`config.mk`:
```
export PLATFORM = sky130hd
export DESIGN_NAME = ctrl_unit_fsm
export DESIGN_NICKNAME = d
export VERILOG_FILES = /design/src/rtl/ctrl_pkg.sv /design/src/rtl/ctrl_unit_fsm.sv
export SDC_FILE = /design/constraint.sdc
export NUM_CORES = 1
export LEC_CHECK = 0
export BUFFER_PORTS_ARGS = -buffer_cell sky130_fd_sc_hd__clkbuf_2
export CORE_AREA = 3 3 45 63
export DETAILED_ROUTE_END_ITERATION = 12
export DIE_AREA = 0 0 48 66
export PLACE_DENSITY_LB_ADDON = 0.3
export SYNTH_ARGS = -nofsm -noshare
export SYNTH_HDL_FRONTEND = slang
export SYNTH_SLANG_ARGS = --single-unit
export TNS_END_PERCENT = 30
```
`constraint.sdc`:
```
create_clock -name clk -period 2.4 [get_ports clk]
set_clock_uncertainty 0.1 [all_clocks]
set_input_delay 0.72 -clock clk [delete_from_list [all_inputs] [get_ports clk]]
set_output_delay 0.72 -clock clk [all_outputs]
set_load 0.05 [all_outputs]
```
`src/rtl/ctrl_pkg.sv`:
```
// ctrl_pkg: state encoding, decoded opcode/funct values and datapath select encodings
// shared by the multicycle control unit.
package ctrl_pkg;

   typedef enum logic [3:0] {
      FETCH, FETCH_WAIT, DECODE, R_EXEC, R_WB, ADDI_EXEC, ADDI_WB, MEM_ADDR,
      LW_RD, LW_WB, SW_WR, BRANCH, JUMP, EXC_EPC, EXC_RD, EXC_LD
   } state_t;

   localparam logic [5:0] OP_R    = 6'h00;
   localparam logic [5:0] OP_ADDI = 6'h08;
   localparam logic [5:0] OP_LW   = 6'h23;
   localparam logic [5:0] OP_SW   = 6'h2B;
   localparam logic [5:0] OP_BEQ  = 6'h04;
   localparam logic [5:0] OP_BNE  = 6'h05;
   localparam logic [5:0] OP_J    = 6'h02;

   localparam logic [5:0] FN_ADD = 6'h20;
   localparam logic [5:0] FN_SUB = 6'h22;
   localparam logic [5:0] FN_AND = 6'h24;

   localparam logic [2:0] ULA_NONE = 3'b000;
   localparam logic [2:0] ULA_ADD  = 3'b001;
   localparam logic [2:0] ULA_SUB  = 3'b010;
   localparam logic [2:0] ULA_AND  = 3'b011;
   localparam logic [2:0] ULA_CMP  = 3'b111;

   localparam logic [1:0] IORD_PC  = 2'b00;
   localparam logic [1:0] IORD_ERR = 2'b01;
   localparam logic [1:0] IORD_ALU = 2'b10;

   localparam logic [1:0] PCSRC_ULA    = 2'b00;
   localparam logic [1:0] PCSRC_ALUOUT = 2'b01;
   localparam logic [1:0] PCSRC_JUMP   = 2'b10;
   localparam logic [1:0] PCSRC_MEM    = 2'b11;

   localparam logic [2:0] REGDST_RT = 3'b000;
   localparam logic [2:0] REGDST_RD = 3'b001;

   localparam logic [3:0] MTR_ALU  = 4'b0001;
   localparam logic [3:0] MTR_LOAD = 4'b1001;

   localparam logic [1:0] SRCB_B    = 2'b00;
   localparam logic [1:0] SRCB_4    = 2'b01;
   localparam logic [1:0] SRCB_SE   = 2'b10;
   localparam logic [1:0] SRCB_SE_2 = 2'b11;

   localparam logic [1:0] ERR_OPCODE = 2'b00;
   localparam logic [1:0] ERR_OVF    = 2'b01;

   localparam logic [1:0] SS_WORD = 2'b00;

endpackage

```
`src/rtl/ctrl_unit_fsm.sv`:
```
// ctrl_unit_fsm: multicycle CPU control unit sequencing fetch/decode/execute/memory/write-back/exception.
// Inputs: clk, rst (async, active high), opcode/funct from IR, ula_overflow/ula_eq from Ula32.
// Outputs: pc_w and every crtl_* select/enable of the datapath; all forced to 0 while rst is high.
module ctrl_unit_fsm
   import ctrl_pkg::*;
#(
   parameter int MEM_WAIT = 1
) (
   input  logic       clk,
   input  logic       rst,
   input  logic [5:0] opcode,
   input  logic [5:0] funct,
   input  logic       ula_overflow,
   input  logic       ula_eq,
   output logic       pc_w,
   output logic [1:0] crtl_pcsrc,
   output logic [1:0] crtl_error,
   output logic [1:0] crtl_iord,
   output logic [1:0] crtl_ss,
   output logic       crtl_memwrite,
   output logic       crtl_irwrite,
   output logic [2:0] crtl_regdst,
   output logic [3:0] crtl_memtoreg,
   output logic       crtl_regwrite,
   output logic       crtl_memDataRegWrite,
   output logic       crtl_rega,
   output logic       crtl_regb,
   output logic       crtl_aluout_w,
   output logic       crtl_epc_w,
   output logic       crtl_ulasrca,
   output logic [1:0] crtl_ulasrcb,
   output logic [2:0] crtl_ula
);

   localparam int CW = $clog2(MEM_WAIT + 1);
   localparam logic [CW-1:0] WAIT_LOAD = CW'(MEM_WAIT - 1);

   state_t        state, state_nxt;
   logic [CW-1:0] cnt, cnt_nxt;
   logic [1:0]    err_code, err_nxt;
   logic          done;

   assign done = cnt == '0;

   always_ff @(posedge clk or posedge rst) begin
      if (rst) begin
         state    <= FETCH;
         cnt      <= '0;
         err_code <= ERR_OPCODE;
      end else begin
         state    <= state_nxt;
         cnt      <= cnt_nxt;
         err_code <= err_nxt;
      end
   end

   // Everything defaults to 0 and the decode is skipped during reset, so no
   // write strobe can leak out while rst is high.
   always_comb begin
      state_nxt            = state;
      cnt_nxt              = cnt;
      err_nxt              = err_code;
      pc_w                 = 1'b0;
      crtl_pcsrc           = PCSRC_ULA;
      crtl_error           = ERR_OPCODE;
      crtl_iord            = IORD_PC;
      crtl_ss              = SS_WORD;
      crtl_memwrite        = 1'b0;
      crtl_irwrite         = 1'b0;
      crtl_regdst          = REGDST_RT;
      crtl_memtoreg        = 4'b0000;
      crtl_regwrite        = 1'b0;
      crtl_memDataRegWrite = 1'b0;
      crtl_rega            = 1'b0;
      crtl_regb            = 1'b0;
      crtl_aluout_w        = 1'b0;
      crtl_epc_w           = 1'b0;
      crtl_ulasrca         = 1'b0;
      crtl_ulasrcb         = SRCB_B;
      crtl_ula             = ULA_NONE;
      if (!rst) begin
         case (state)
            FETCH: begin
               crtl_ulasrcb = SRCB_4;
               crtl_ula     = ULA_ADD;
               cnt_nxt      = WAIT_LOAD;
               state_nxt    = FETCH_WAIT;
            end
            FETCH_WAIT: begin
               crtl_ulasrcb = SRCB_4;
               crtl_ula     = ULA_ADD;
               if (!done) cnt_nxt = cnt - 1'b1;
               else begin
                  crtl_irwrite = 1'b1;
                  pc_w         = 1'b1;
                  state_nxt    = DECODE;
               end
            end
            DECODE: begin
               crtl_rega     = 1'b1;
               crtl_regb     = 1'b1;
               crtl_ulasrcb  = SRCB_SE_2;
               crtl_ula      = ULA_ADD;
               crtl_aluout_w = 1'b1;
               state_nxt = opcode == OP_R ? R_EXEC :
                           opcode == OP_ADDI ? ADDI_EXEC :
                           (opcode == OP_LW || opcode == OP_SW) ? MEM_ADDR :
                           (opcode == OP_BEQ || opcode == OP_BNE) ? BRANCH :
                           opcode == OP_J ? JUMP : EXC_EPC;
               if (state_nxt == EXC_EPC) err_nxt = ERR_OPCODE;
            end
            R_EXEC: begin
               crtl_ulasrca  = 1'b1;
               crtl_aluout_w = 1'b1;
               crtl_ula = funct == FN_ADD ? ULA_ADD :
                          funct == FN_SUB ? ULA_SUB :
                          funct == FN_AND ? ULA_AND : ULA_NONE;
               // An unknown funct outranks overflow; AND never overflows.
               if (crtl_ula == ULA_NONE) begin
                  state_nxt = EXC_EPC;
                  err_nxt   = ERR_OPCODE;
               end else if (ula_overflow && funct != FN_AND) begin
                  state_nxt = EXC_EPC;
                  err_nxt   = ERR_OVF;
               end else state_nxt = R_WB;
            end
            R_WB: begin
               crtl_regdst   = REGDST_RD;
               crtl_memtoreg = MTR_ALU;
               crtl_regwrite = 1'b1;
               state_nxt     = FETCH;
            end
            ADDI_EXEC: begin
               crtl_ulasrca  = 1'b1;
               crtl_ulasrcb  = SRCB_SE;
               crtl_ula      = ULA_ADD;
               crtl_aluout_w = 1'b1;
               if (ula_overflow) begin
                  state_nxt = EXC_EPC;
                  err_nxt   = ERR_OVF;
               end else state_nxt = ADDI_WB;
            end
            ADDI_WB: begin
               crtl_memtoreg = MTR_ALU;
               crtl_regwrite = 1'b1;
               state_nxt     = FETCH;
            end
            MEM_ADDR: begin
               crtl_ulasrca  = 1'b1;
               crtl_ulasrcb  = SRCB_SE;
               crtl_ula      = ULA_ADD;
               crtl_aluout_w = 1'b1;
               cnt_nxt       = WAIT_LOAD;
               state_nxt     = opcode == OP_LW ? LW_RD : SW_WR;
            end
            LW_RD: begin
               crtl_iord = IORD_ALU;
               if (!done) cnt_nxt = cnt - 1'b1;
               else begin
                  crtl_memDataRegWrite = 1'b1;
                  state_nxt            = LW_WB;
               end
            end
            LW_WB: begin
               crtl_memtoreg = MTR_LOAD;
               crtl_regwrite = 1'b1;
               state_nxt     = FETCH;
            end
            SW_WR: begin
               crtl_iord     = IORD_ALU;
               crtl_memwrite = 1'b1;
               state_nxt     = FETCH;
            end
            BRANCH: begin
               crtl_ulasrca = 1'b1;
               crtl_ula     = ULA_CMP;
               crtl_pcsrc   = PCSRC_ALUOUT;
               pc_w         = opcode == OP_BEQ ? ula_eq : !ula_eq;
               state_nxt    = FETCH;
            end
            JUMP: begin
               pc_w       = 1'b1;
               crtl_pcsrc = PCSRC_JUMP;
               state_nxt  = FETCH;
            end
            EXC_EPC: begin
               crtl_ulasrcb = SRCB_4;
               crtl_ula     = ULA_SUB;
               crtl_epc_w   = 1'b1;
               cnt_nxt      = WAIT_LOAD;
               state_nxt    = EXC_RD;
            end
            EXC_RD: begin
               crtl_iord  = IORD_ERR;
               crtl_error = err_code;
               if (!done) cnt_nxt = cnt - 1'b1;
               else state_nxt = EXC_LD;
            end
            EXC_LD: begin
               crtl_iord  = IORD_ERR;
               pc_w       = 1'b1;
               crtl_pcsrc = PCSRC_MEM;
               state_nxt  = FETCH;
            end
         endcase
      end
   end

endmodule

```
Word-level counts from Yosys, hierarchy flattened
Index checks and enable logic that the tools add are counted.

cells by class
  add/sub/neg operators = 1
  multiply operators = 0
  divide/modulo/power cells = 0
  magnitude comparators = 0
  eq/ne operators = 32
  shifts and indexed selects = 0
  muxes and demuxes = 57
  bitwise operators = 1
  reductions and logical operators = 25

operators with widths
  operator                                                               number
  4-bit 2-to-1 mux                                                       10
  4-bit one-hot mux with 10 select lines                                 1
  4-bit equality test, second input constant                             9
  6-bit equality test, second input constant                             5
  2-bit 2-to-1 mux                                                       13
  1-bit 2-to-1 mux                                                       23
  2-bit one-hot mux with 3 select lines                                  3
  4-bit by 3-bit equality test with 1-bit output, second input constant  4
  6-bit by 3-bit equality test with 1-bit output, second input constant  2
  3-bit one-hot mux with 4 select lines                                  1
  3-bit OR reduction                                                     4
  2-bit inequality test, second input constant                           5
  2-bit OR reduction                                                     5
  4-bit by 2-bit equality test with 1-bit output, second input constant  2
  4-bit one-hot mux with 2 select lines                                  1
  4-bit OR reduction                                                     2
  7-bit OR reduction                                                     1
  6-bit by 2-bit equality test with 1-bit output, second input constant  1
  6-bit by 4-bit equality test with 1-bit output, second input constant  1
  6-bit zero test                                                        1
  3-bit 2-to-1 mux                                                       2
  6-bit inequality test, second input constant                           1
  5-bit AND reduction                                                    1
  5-bit OR reduction                                                     1
  other kinds (16)                                                       17

storage, ports and cells
  flip-flop bits (word level) = 7
  latch bits = 0
  RAM bits = 0
  bits in read-only memories = 0
  bits of input ports = 16
  output and inout port bits = 30
  word-level logic and storage cells = 119
  memories kept = 0

Depth between registers and ports, before layout
  word-level depth = 9
  gate-level depth with buffers = 7
  depth with buffers taken out = 4

Worst setup path after synthesis
No wires, ideal clock.

  path type = input to output
  start = input rst
  end = output crtl_pcsrc[1]
  arrival time = 2.453 ns
  data required time = 1.580 ns
  slack = -0.873 ns
  stages = 2
  path buffers = 1
  cells stage by stage = clkbuf_1 -> nor4_1

on the way
  cells in the longest elaborated chain, start to end = 1

ends and longest elaborated chain
  element             RTL line             source
  start: declaration  ctrl_unit_fsm.sv:10  input logic rst,
  2-bit 2-to-1 mux    ctrl_unit_fsm.sv:81  if (!rst) begin
  end: declaration    ctrl_unit_fsm.sv:16  output logic [1:0] crtl_pcsrc,

No other way between the ends.

Final worst setup path
  start = input opcode[0]
  end = output pc_w

on the way
  cells in the longest elaborated chain, start to end = 4

ends and longest elaborated chain
  element                                         RTL line              source
  start: declaration                              ctrl_unit_fsm.sv:11   input logic [5:0] opcode,
  6-bit by 3-bit equality test with 1-bit output  ctrl_unit_fsm.sv:178  pc_w = opcode == OP_BEQ ? ula_eq : !ula_eq;
  1-bit 2-to-1 mux                                ctrl_unit_fsm.sv:178
  1-bit one-hot mux with 3 select lines           ctrl_unit_fsm.sv:82   case (state)
  1-bit 2-to-1 mux                                ctrl_unit_fsm.sv:81
  end: declaration                                ctrl_unit_fsm.sv:15   output logic pc_w,

No other way between the ends.

==> impl_metrics.env <==
export IMPL_status="complete, but fails checks"
export IMPL_violations="setup timing"
export IMPL_antennaDiodeCount=0
export IMPL_worst_slack_ns=-0.408
export IMPL_final_common_cell="buf_4"
export IMPL_worst_hold_slack_ns=0.466
export IMPL_vias=1285
export IMPL_drc=0
export IMPL_drv_cap=0
export IMPL_reg2regPathDepth=5
export IMPL_sw_frac_of_total_pct=54.6
export IMPL_reg2reg_to="state[2]$_DFFE_PP0N_"
export IMPL_hpwl_um=2520
export IMPL_grt_usage_pct=21.8
export IMPL_synthesis_area_um2=957
export IMPL_antenna_left=0
export IMPL_dieHeight_um=66
export IMPL_final_cell_mix="24 x buf_4, 15 x clkbuf_2, 14 x nor2_1"
export IMPL_async_flop_share_pct=100
export IMPL_drt_iter0_drc=26
export IMPL_yosys_warnings=0
export IMPL_pre_cts_ws_ns=-0.474
export IMPL_cts_buffers=3
export IMPL_yosys_area_top_type_share_pct=13.1
export IMPL_combPwrFrac_pct=83.8
export IMPL_p_per_area_nw_per_um2=1060
export IMPL_cellLeakagePower_nw=0.687
export IMPL_critPathArrivalTime_ns=1.99
export IMPL_syn_inst=144
export IMPL_grt_setup_unrepaired="true"
export IMPL_critPathLaunchType="input pin"
export IMPL_nNetsFinal=213
export IMPL_grt_max_degree=26
export IMPL_final_min_clock_period_ns=2.81
export IMPL_syn_avg_cell_area_um2=6.65
export IMPL_portBuffers=38
export IMPL_finalCritPeriodShare_pct=117
export IMPL_setup_viol=3
export IMPL_pin_count=46
export IMPL_timing_fmax_mhz=356
export IMPL_yosysTopAreaCell="dfrtp_1"
export IMPL_synth_ff_type="dfrtp_1"
export IMPL_end_kind="primary output"
export IMPL_stdcell_count=219
export IMPL_rows=21
export IMPL_utilization_pct=70.4
export IMPL_placedCellCount=214
export IMPL_peakVddDrop_v=0.000629
export IMPL_fp_dieW_um=48
export IMPL_nFillCells=205
export IMPL_reg2reg_slack_ns=0.65
export IMPL_r2r_start="state[0]$_DFFE_PP0N_"
export IMPL_synth_enable_flop_cells=0
export IMPL_die_area_um2=3170
export IMPL_report_final_slew_viol_count=0
export IMPL_hp_class="in2async"
export IMPL_avgRoutedWirePerCell_um=14.2
export IMPL_clkTransAtPathRegs_ns=0.05
export IMPL_synth_area_top_cells="dfrtp_1 13%, buf_4 6.3%, nor2_1 6.3%"
export IMPL_grt_pass1_vias=1232
export IMPL_clock_latency_ns=0.25
export IMPL_cts_root_buf="clkbuf_4"
export IMPL_drt_wl_total_um=3100
export IMPL_firstDrtPassIters=4
export IMPL_cts_tree="built"
export IMPL_start_util_pct=40.5
export IMPL_grt_ovfl_total=0
export IMPL_grt_pass1_wl_um=5200
export IMPL_viasPerCell=5.87
export IMPL_ctsLongestPathBuffers=2
export IMPL_cp_max_fo=3
export IMPL_crit_start="opcode[0]"
export IMPL_gp_congestion=0.847
export IMPL_intPower_w=0.000802
export IMPL_drive_above_1_share_pct=49.0
export IMPL_areaGrowthSynthToFinish_pct=73.9
export IMPL_final_hold_violation_count=0
export IMPL_cts_htree_levels=1
export IMPL_ys_types=47
export IMPL_ys_ff_latch=5
export IMPL_cts_sinks=5
export IMPL_yosysSeqAreaShare_pct=13.1
export IMPL_p_seq_share_pct=10.5
export IMPL_coreArea_um2=2360
export IMPL_hold_buffers=0
export IMPL_p_sw_w=0.000965
export IMPL_crit_type="in2out"
export IMPL_fin_total_pwr_w=0.00177
export IMPL_power_frac_clock_pct=5.7
export IMPL_worstPathRequired_ns=1.58
export IMPL_antenna_found_initial=0
==> flip-flops by register name, summed over array words and instances (netlist names) <==
name and count:
state 4, err_code 1
==> worst max-delay path: stages <==
cell       delay, ns
buf_6           0.09
or4_4           0.55
o21ai_2         0.14
nand4bb_1       0.16
a21oi_4         0.18
buf_12          0.15
==> area by class of cell <==
type / instances / area (um2) / area share [%]
flip-flops and latches: 5 / 128 / 7.67
well taps: 23 / 28.8 / 1.73
multi-input cells: 120 / 841 / 50.5
clock buffers: 4 / 26.3 / 1.58
inverters: 5 / 26.3 / 1.58
repair buffers: 62 / 614 / 36.9
==> how the worst max path moves through the flow <==
stage | endpoint | slack, ns | cells after the start
after floorplan | crtl_pcsrc[1] | -0.36 | 2
after global placement | pc_w | -0.41 | 6
after detailed placement | pc_w | -0.47 | 6
after CTS | pc_w | -0.42 | 6
after global routing | pc_w | -0.46 | 6
final | pc_w | -0.41 | 6
==> what timing repair did <==
item / in CTS / in global routing
resized for setup: 18 / 19
setup endpoints to repair: 17 / 16
pin swaps: 2 / 2
buffers inserted: 1 / 0
==> synthesized netlist by cell type (3+ instances only) <==
cell,number
nor2_1,16
nand2_1,10
nor3_1,9
buf_4,8
o21ai_0,7
a21oi_1,6
buf_2,6
nand2b_1,6
nor4_1,6
dfrtp_1,5
inv_1,5
and3_1,4
nand3_1,4
nor2b_1,4
clkbuf_1,3
nand3b_1,3
o21a_1,3
o311ai_0,3
or3_1,3
or4_1,3
==> per-stage QoR <==
stage	instance area [um2]	setup TNS, ns
6_report	1660	-0.892
5_1_grt	1660	-1.06
4_1_cts	1620	-0.934
3_5_place_dp	1530	-1.27
3_3_place_gp	1530	-1.14
2_1_floorplan	1080	-2.47
==> per-layer routing <==
layer,up-vias,routed length [um],global-route usage [%]
met1,614,1210,24.9
met2,44,1680,38.7
met4,0,74,10.8
met3,8,132,0.545
li1,619,-,-
met5,-,0,0
==> kinds of logic after synthesis <==
logic type                synth area share, %
AOI/OAI and AO/OA                        25.8
xor gates and xnor gates                 1.83
buffers and inverters                    14.5
DFF                                      13.1
muxes                                    1.18
other                                   0.392
and+or+nand+nor                          43.3
==> power groups by stage <==
stage               clock network (W)  registers (W)  logic [W]
finish                       0.000101       0.000186    0.00148
global route                 0.000103       0.000197    0.00158
CTS                          0.000103       0.000181    0.00144
detailed placement                  0       0.000183    0.00137
global placement                    0       0.000182    0.00135
floorplan                           0       0.000147   0.000969
No activity file was read; power rests on OpenSTA's default activity.
